## src/rtl/mem_arb_pkg.sv

```systemverilog
// Shared definitions for the main-memory port arbiter.
//   - arb_state_e : arbiter FSM encoding
//   - PORT_F/D    : requester identifiers (fetch / load-store)
//   - MEM_DEPTH   : words in the default 512-entry main memory
//   - addr_out_of_range : true when a word address lies beyond the array
package mem_arb_pkg;

    typedef enum logic [1:0] {
        IDLE   = 2'd0,
        ACCESS = 2'd1,
        DONE   = 2'd2
    } arb_state_e;

    localparam logic PORT_F = 1'b0;
    localparam logic PORT_D = 1'b1;

    localparam int ADDR_W_DEFAULT = 9;
    localparam int MEM_DEPTH      = 2 ** ADDR_W_DEFAULT;

    function automatic logic addr_out_of_range(input logic [31:0] addr, input int addr_w);
        return (addr >> addr_w) != 32'd0;
    endfunction

endpackage

```

## src/rtl/mem_port_arbiter_rr_arb2.sv

```systemverilog
// Two-way round-robin grant.
//   clk, reset : system clock, synchronous active-high reset
//   req[1:0]   : request lines (bit 0 = fetch, bit 1 = data)
//   advance    : a grant is being taken this cycle; remember who won
//   gnt[1:0]   : one-hot (or zero) combinational grant
module rr_arb2
    import mem_arb_pkg::*;
(
    input  logic       clk,
    input  logic       reset,
    input  logic [1:0] req,
    input  logic       advance,
    output logic [1:0] gnt
);

    // Holds the port granted most recently; the other one wins a tie.
    logic last_q, last_d;

    always_comb begin
        gnt = req;
        if (req == 2'b11) begin
            gnt = (last_q == PORT_F) ? 2'b10 : 2'b01;
        end
    end

    always_comb begin
        last_d = last_q;
        if (advance && (gnt != 2'b00)) begin
            last_d = gnt[1] ? PORT_D : PORT_F;
        end
    end

    always_ff @(posedge clk) begin
        if (reset) begin
            last_q <= PORT_F;
        end else begin
            last_q <= last_d;
        end
    end

endmodule

```

## src/rtl/mem_port_arbiter.sv

```systemverilog
// Shares the single-port level-sensitive main memory between instruction
// fetch (F) and load/store (D). Every output is registered so the memory
// strobes and address never glitch.
//
//   state  | meaning
//   IDLE   | waiting for a request; grants one and latches its address/data
//   ACCESS | strobes held WAIT_CYCLES cycles; read data captured on the last
//   DONE   | strobes low, one-cycle ack (and err) to the granted port
//
// Ports:
//   clk, reset                 : clock, synchronous active-high reset
//   f_req/f_addr/f_rdata/f_ack : fetch port (read only)
//   d_req/d_we/d_addr/d_wdata/d_rdata/d_ack : load/store port
//   err                        : pulses with ack for an out-of-range address
//   mem_addr/mem_wdata/mem_read/mem_write/mem_rdata : memory interface
module mem_port_arbiter
    import mem_arb_pkg::*;
#(
    parameter int ADDR_W      = $clog2(MEM_DEPTH),
    parameter int DATA_W      = 32,
    parameter int WAIT_CYCLES = 1
) (
    input  logic              clk,
    input  logic              reset,
    input  logic              f_req,
    input  logic [31:0]       f_addr,
    output logic [DATA_W-1:0] f_rdata,
    output logic              f_ack,
    input  logic              d_req,
    input  logic              d_we,
    input  logic [31:0]       d_addr,
    input  logic [DATA_W-1:0] d_wdata,
    output logic [DATA_W-1:0] d_rdata,
    output logic              d_ack,
    output logic              err,
    output logic [31:0]       mem_addr,
    output logic [DATA_W-1:0] mem_wdata,
    output logic              mem_read,
    output logic              mem_write,
    input  logic [DATA_W-1:0] mem_rdata
);

    localparam int CNT_W = (WAIT_CYCLES > 1) ? $clog2(WAIT_CYCLES) : 1;
    localparam logic [CNT_W-1:0] CNT_LOAD = CNT_W'(WAIT_CYCLES - 1);

    arb_state_e        state_q, state_d;
    logic [CNT_W-1:0]  cnt_q, cnt_d;
    logic              port_q, port_d;
    logic              we_q, we_d;
    logic              oor_q, oor_d;
    logic [31:0]       mem_addr_q, mem_addr_d;
    logic [DATA_W-1:0] mem_wdata_q, mem_wdata_d;
    logic              mem_read_q, mem_read_d;
    logic              mem_write_q, mem_write_d;
    logic [DATA_W-1:0] f_rdata_q, f_rdata_d;
    logic [DATA_W-1:0] d_rdata_q, d_rdata_d;
    logic              f_ack_q, f_ack_d;
    logic              d_ack_q, d_ack_d;
    logic              err_q, err_d;

    logic [1:0]        gnt;
    logic              grant_valid;
    logic              sel_port;
    logic              sel_we;
    logic              sel_oor;
    logic [31:0]       sel_addr;
    logic [DATA_W-1:0] load_data;

    assign grant_valid = (state_q == IDLE) && (gnt != 2'b00);
    assign sel_port    = gnt[1] ? PORT_D : PORT_F;
    assign sel_addr    = gnt[1] ? d_addr : f_addr;
    assign sel_we      = gnt[1] & d_we;
    assign sel_oor     = addr_out_of_range(sel_addr, ADDR_W);
    // An out-of-range load never strobes the memory, so it returns zero.
    assign load_data   = oor_q ? '0 : mem_rdata;

    rr_arb2 u_rr_arb2 (
        .clk     (clk),
        .reset   (reset),
        .req     ({d_req, f_req}),
        .advance (grant_valid),
        .gnt     (gnt)
    );

    always_ff @(posedge clk) begin
        if (reset) begin
            state_q     <= IDLE;
            cnt_q       <= '0;
            port_q      <= PORT_F;
            we_q        <= 1'b0;
            oor_q       <= 1'b0;
            mem_addr_q  <= '0;
            mem_wdata_q <= '0;
            mem_read_q  <= 1'b0;
            mem_write_q <= 1'b0;
            f_rdata_q   <= '0;
            d_rdata_q   <= '0;
            f_ack_q     <= 1'b0;
            d_ack_q     <= 1'b0;
            err_q       <= 1'b0;
        end else begin
            state_q     <= state_d;
            cnt_q       <= cnt_d;
            port_q      <= port_d;
            we_q        <= we_d;
            oor_q       <= oor_d;
            mem_addr_q  <= mem_addr_d;
            mem_wdata_q <= mem_wdata_d;
            mem_read_q  <= mem_read_d;
            mem_write_q <= mem_write_d;
            f_rdata_q   <= f_rdata_d;
            d_rdata_q   <= d_rdata_d;
            f_ack_q     <= f_ack_d;
            d_ack_q     <= d_ack_d;
            err_q       <= err_d;
        end
    end

    always_comb begin
        state_d = state_q;
        case (state_q)
            IDLE:    if (grant_valid) state_d = ACCESS;
            ACCESS:  if (cnt_q == '0) state_d = DONE;
            DONE:    state_d = IDLE;
            default: state_d = IDLE;
        endcase
    end

    // Next values of the registered outputs. Strobes are computed one edge
    // ahead so they rise on entry to ACCESS and fall on entry to DONE.
    always_comb begin
        cnt_d       = cnt_q;
        port_d      = port_q;
        we_d        = we_q;
        oor_d       = oor_q;
        mem_addr_d  = mem_addr_q;
        mem_wdata_d = mem_wdata_q;
        mem_read_d  = 1'b0;
        mem_write_d = 1'b0;
        f_rdata_d   = f_rdata_q;
        d_rdata_d   = d_rdata_q;
        f_ack_d     = 1'b0;
        d_ack_d     = 1'b0;
        err_d       = 1'b0;
        case (state_q)
            IDLE: begin
                if (grant_valid) begin
                    port_d      = sel_port;
                    we_d        = sel_we;
                    oor_d       = sel_oor;
                    mem_addr_d  = sel_addr;
                    if (sel_we) mem_wdata_d = d_wdata;
                    mem_read_d  = !sel_we && !sel_oor;
                    mem_write_d = sel_we && !sel_oor;
                    cnt_d       = CNT_LOAD;
                end
            end
            ACCESS: begin
                if (cnt_q == '0) begin
                    if (!we_q) begin
                        if (port_q == PORT_D) d_rdata_d = load_data;
                        else                  f_rdata_d = load_data;
                    end
                    f_ack_d = (port_q == PORT_F);
                    d_ack_d = (port_q == PORT_D);
                    err_d   = oor_q;
                end else begin
                    cnt_d       = cnt_q - CNT_W'(1);
                    mem_read_d  = mem_read_q;
                    mem_write_d = mem_write_q;
                end
            end
            default: ;
        endcase
    end

    assign f_rdata   = f_rdata_q;
    assign d_rdata   = d_rdata_q;
    assign f_ack     = f_ack_q;
    assign d_ack     = d_ack_q;
    assign err       = err_q;
    assign mem_addr  = mem_addr_q;
    assign mem_wdata = mem_wdata_q;
    assign mem_read  = mem_read_q;
    assign mem_write = mem_write_q;

endmodule

```

## config.mk

```make
export PLATFORM = sky130hd
export DESIGN_NAME = mem_port_arbiter
export DESIGN_NICKNAME = d
export VERILOG_FILES = /design/src/rtl/mem_arb_pkg.sv /design/src/rtl/mem_port_arbiter_rr_arb2.sv /design/src/rtl/mem_port_arbiter.sv
export SDC_FILE = /design/constraint.sdc
export NUM_CORES = 1
export LEC_CHECK = 0
export CELL_PAD_IN_SITES_DETAIL_PLACEMENT = 1
export CELL_PAD_IN_SITES_GLOBAL_PLACEMENT = 1
export CORE_MARGIN = 1.5
export CORE_UTILIZATION = 29
export CTS_BUF_LIST = sky130_fd_sc_hd__clkbuf_8
export DETAILED_ROUTE_END_ITERATION = 8
export PLACE_DENSITY = 0.82
export RECOVER_POWER = 100
export SLEW_MARGIN = 20
export SYNTH_ARGS = -nofsm -noshare
export SYNTH_HDL_FRONTEND = slang
export SYNTH_SLANG_ARGS = --single-unit
```

## constraint.sdc

```tcl
create_clock -name clk -period 1.6 [get_ports clk]
set_input_delay 0.16 -clock clk [delete_from_list [all_inputs] [get_ports clk]]
set_output_delay 0.16 -clock clk [all_outputs]
set_load 0.01 [all_outputs]
```

Word-level counts from Yosys, hierarchy flattened
Cells that the tools add are included.
W data, S select, Z words.
{ "totals": {"mem_bits_ro": 0, "ram_bits": 0, "reg_bits": 140, "latch_bits": 0, "input_bits": 133, "memories": 0} }
{ "classes": {"n_div": 0, "n_mul": 0, "addsub": 1, "n_lt_le_gt_ge": 0, "n_eq_ne": 4, "n_bitwise": 5, "n_reduce_logical": 17, "n_mux": 16, "n_shift": 0} }
{ "ops": {"columns": ["op", "count"], "rows": [
  ["$mux W32", 2],
  ["$reduce_bool A32 Y1", 1],
  ["$mux W2", 4],
  ["$reduce_and A4 Y1", 2],
  ["$mux W1", 6],
  ["$pmux W1 S2", 3],
  ["$reduce_and A2 Y1", 3],
  ["$logic_and A1 B1 Y1", 4],
  ["$not A1 Y1", 4],
  ["$pmux W2 S2", 1],
  ["$reduce_bool A2 Y1", 2],
  ["$reduce_and A3 Y1", 1],
  ["$reduce_or A3 Y1", 1],
  ["$eq A2 B1 Y1 const B", 1],
  ["$eq A2 B2 Y1 const B", 1],
  ["$logic_not A1 Y1", 2],
  ["$logic_not A2 Y1", 1],
  ["$ne A2 B1 Y1 const B", 1],
  ["$ne A2 B2 Y1 const B", 1],
  ["$and A1 B1 Y1", 1],
  ["$sub A1 B1 Y1 const B", 1]
]} }

Longest topological paths before layout
{ "logic_depth": {"ltp_word": 8, "ltp_mapped": 7, "mapped_depth_nobuf": 5} }

Cells and area by module
From an unflattened synthesis, not the netlist that was laid out.
{ "unflattened": {"hier_cells": 657, "hier_area_um2": 5390.2} }
{ "by_module_without_submodules": {"columns": ["module", "cells_each", "area_each_um2", "n_inst"], "rows": [
  ["mem_port_arbiter", 650, 5325.1, 1],
  ["rr_arb2", 7, 65.1, 1]
]} }

Least setup slack after synthesis
No wires, ideal clock.
{ "synth_timing": {"path_kind": "reg-to-reg", "startpoint": "reg, netlist name port_q", "endpoint": "reg oor_q", "arrival_time_ps": 1325, "n_path_buf": 2, "setup_time_ps": 120, "setup_slack_ps": 155, "path_stages_with_launch": 8, "period_less_slack_ps": 1445, "cell_sequence": "dfxtp_1 -> buf_2 -> a21boi_1 -> buf_4 -> nand4b_1 -> nor4_2 -> nor2_1 -> o31a_1"} }
{ "synth_lines": {"columns": ["element", "line", "rtl"], "rows": [
  ["to (signal assigned)", "mem_port_arbiter.sv:106", "oor_q <= oor_d;"],
  ["to (decl)", "mem_port_arbiter.sv:50", "logic oor_q, oor_d;"]
]} }

Worst setup path in the final report
{ "layout_timing": {"startpoint": "reg mem_addr_q[19] (netlist: mem_addr[19])", "endpoint": "out mem_addr[19]"} }
{ "layout_lines": {"columns": ["element", "line", "rtl"], "rows": [
  ["from (decl)", "mem_port_arbiter.sv:51", "logic [31:0] mem_addr_q, mem_addr_d;"],
  ["from (signal assigned)", "mem_port_arbiter.sv:107", "mem_addr_q <= mem_addr_d;"],
  ["to (decl)", "mem_port_arbiter.sv:36", "output logic [31:0] mem_addr,"]
]} }
No word-level cell between the ends.

==> reports/results.tsv <==
metric	value	unit
post-CTS setup buffers	0	
clock skew	0.01284	ns
via count	5553	
kind of end point of the critical path	primary output	
Placed Area	8529	µm²
clock buffer depth	2	
Synth Cell Area	5366	µm²
CTS tree	done	
CTS Buf Count	17	
Hold Path Sink	mem_wdata[17]$_SDFFE_PP0P_	
die area	19330	µm²
final instance area	8862	µm²
Worst path max stage delay	0.59	ns
Crit Path Max Fanout	2	
largest net degree at the start of global routing	39	
CP max stage cell	clkdlybuf4s50_1	
first-pass GRT wire length	30060	µm
Design Power	8.322	mW
Die Ht	139.0	µm
register clock-pin slew on the reported worst setup and hold paths	0.09	ns
DR iter-0 viols	136	
Die X	139.0	µm
Largest delay share family, worst path	buffers and inverters	
Hold Path Class	input port to flop	
CORE AREA	18020	µm²
CTS sink count	138	
fill count	2157	
pre-CTS setup slack	-0.2869	ns
Power Dens Cells	939.0	nW/µm²
vias in the first global route	5619	
CP Buf/Inv Count	1	
CP cell instances	clkdlybuf4s50_1	
FP Rows	49	
post-synthesis sequential area ratio	51.48	%
GR Overflow Total	0	
Tmin final	1.516	ns
final hold slack	0.1765	ns
I/O pin cnt	266	
Fin. Hold Viols	0	
Setup crit start kind	flop	
Slew HR	69.39	%
antenna violations before repair	0	
syn avg cell area	8.218	µm²
CP Class	flop to primary output	
depth of the CTS H-tree	4	
IO Port Bufs	265	
routability cong.	0.9304	
Netlist cell types	30	
setup ws final	0.08353	ns
R2R Setup Slk	0.10	ns
Hold Path Cell Cnt	2	
Slew Limit Fails	0	
Layout area overhead	65.14	%
# Max-Cap Violations	0	
Synth Register Bits	138	
f_max	659.4	MHz
Reg2Reg Capture Point	mem_addr[9]$_SDFFE_PP0P_	
Tcrit/Tclk final	94.78	%
leakage	3.201	nW
# setup viols final	0	
status	finished clean	
unrepaired setup endpoints after global routing	no	
Ant. Diodes	0	
min-delay src	reset	
antenna viol nets, final	0	
Mapped Nets	786	
share of cells above drive strength 1	8.723	%
setup TNS	0	ns
FF-to-FF path depth	4	
DR DRC count	0	
CTS root buffer	clkbuf_8	
Via density	4.750	
routed len/inst	16.45	µm
hpwl dp	14390	µm
required time of the worst setup path	1.44	ns
Mapped Cells	653	
First-pass DRT Iterations	4	
Max IR drop VDD	450.1	µV
total wire length	19230	µm
most frequent cells in the layout	clkdlybuf4s50_1 (257), nand2_1 (193), dfxtp_1 (137)	
warnings from Yosys	0	
Arr. time, crit path	1.36	ns
reg2reg start	port_q$_SDFFE_PP0P_	
clk_lat worst skew	0.43	ns
GRT Total Usage	19.81	%
fin nets	1060	
worst-margin pin slew	0.4592	ns
initial core utilization	29.77	%
commonest non-fill, non-tap cell in the layout	clkdlybuf4s50_1	
layer usage:
metal / track usage (%) / share of wire (%) / vias up / wire length, µm
met2: 33.98 / 49 / 203 / 9339
li1: - / - / 2725 / -
met4: 6.908 / 1.9 / 0 / 367
met3: 7.320 / 7.7 / 22 / 1478
met1: 22.64 / 42 / 2603 / 8043
met5: 0 / 0 / - / 0
cell families (layout without fill, tap and decap cells):
group	count (synthesis)	after routing	synth area share (%)
and+or+nand+nor	294	294	23.78
DFF	138	138	51.48
AOI/OAI and AO/OA	137	137	14.53
buffers and inverters	52	339	4.243
muxes	32	32	5.969
sequential cells by signal, indices dropped and copies added (netlist names), 2 cells and up:
signal	count
mem_wdata	32
state_q	2
f_rdata	32
d_rdata	32
mem_addr	32
synth_stat cells:
| library cell | instances | share of area (%) |
|---|---|---|
| dfxtp_1 | 138 | 51 |
| nor3_1 | 4 | 0.37 |
| nand2_1 | 193 | 13 |
| or4_4 | 1 | 0.21 |
| a311oi_1 | 1 | 0.16 |
| o21ai_0 | 1 | 0.093 |
| nor4_2 | 2 | 0.47 |
| nor2b_1 | 32 | 3.7 |
| nor2_1 | 43 | 3.0 |
| o21a_1 | 1 | 0.14 |
| clkbuf_1 | 30 | 2.1 |
| nand2b_1 | 1 | 0.12 |
| a21boi_1 | 1 | 0.14 |
| mux2i_1 | 32 | 6.0 |
| buf_4 | 4 | 0.56 |
| nor4_4 | 1 | 0.40 |
| nand3_1 | 3 | 0.28 |
| nand4b_1 | 1 | 0.16 |
| or3_1 | 1 | 0.12 |
| and2_1 | 3 | 0.35 |
| a31oi_1 | 1 | 0.12 |
| buf_2 | 14 | 1.3 |
| or4_1 | 1 | 0.14 |
| nor4_1 | 7 | 0.82 |
| o31a_1 | 1 | 0.16 |
| inv_1 | 1 | 0.070 |
| buf_1 | 3 | 0.21 |
| a211oi_1 | 32 | 4.5 |
| and3_1 | 1 | 0.12 |
| a21oi_1 | 99 | 9.2 |
layout make-up:
| class | count | area [µm²] | share of cell area (%) |
|---|---|---|---|
| timing repair buffer | 306 | 3007 | 33.93 |
| sequential | 138 | 2764 | 31.19 |
| multi-input combinational | 463 | 2396 | 27.04 |
| tap | 229 | 286.5 | 3.233 |
| clock buffer | 19 | 261.5 | 2.951 |
| clock inverter | 13 | 143.9 | 1.624 |
| inverter | 1 | 3.754 | 0.04235 |
stage by stage:
stage / util (%) / instances
5_1_grt: 49.17 / 1169
3_3_place_gp: 47.32 / 1137
2_1_floorplan: - / 653
3_5_place_dp: 47.32 / 1137
4_1_cts: 49.58 / 1169
6_report: 49.17 / 1169
what timing repair did:
item / 4_1_cts / 5_1_grt
pin swaps: 0 / 0
hold buffers: 0 / 0
setup endpoints to repair: 1 / 11
resized for setup: 1 / 8
power breakdown:
part           internal, mW  switching (mW)  leakage, nW
Clock                  1.48            1.40        0.201
Combinational         0.899           0.791         1.87
Sequential             3.64           0.111         1.13
Total                  6.02            2.30         3.20
worst max path at each step:
stage / startpoint / cells after the start / end / slack [ns]
final: mem_addr[19]$_SDFFE_PP0P_ / 1 / mem_addr[19] / 0.08
after detailed placement: d_addr[18] / 5 / oor_q$_SDFFE_PP0P_ / -0.29
after floorplan: port_q$_SDFFE_PP0P_ / 7 / oor_q$_SDFFE_PP0P_ / 0.16
after CTS: mem_addr[23]$_SDFFE_PP0P_ / 1 / mem_addr[23] / 0.02
after global routing: mem_addr[19]$_SDFFE_PP0P_ / 1 / mem_addr[19] / 0.003
after global placement: d_addr[30] / 5 / oor_q$_SDFFE_PP0P_ / -0.23
(Power assumes the default switching activity.)
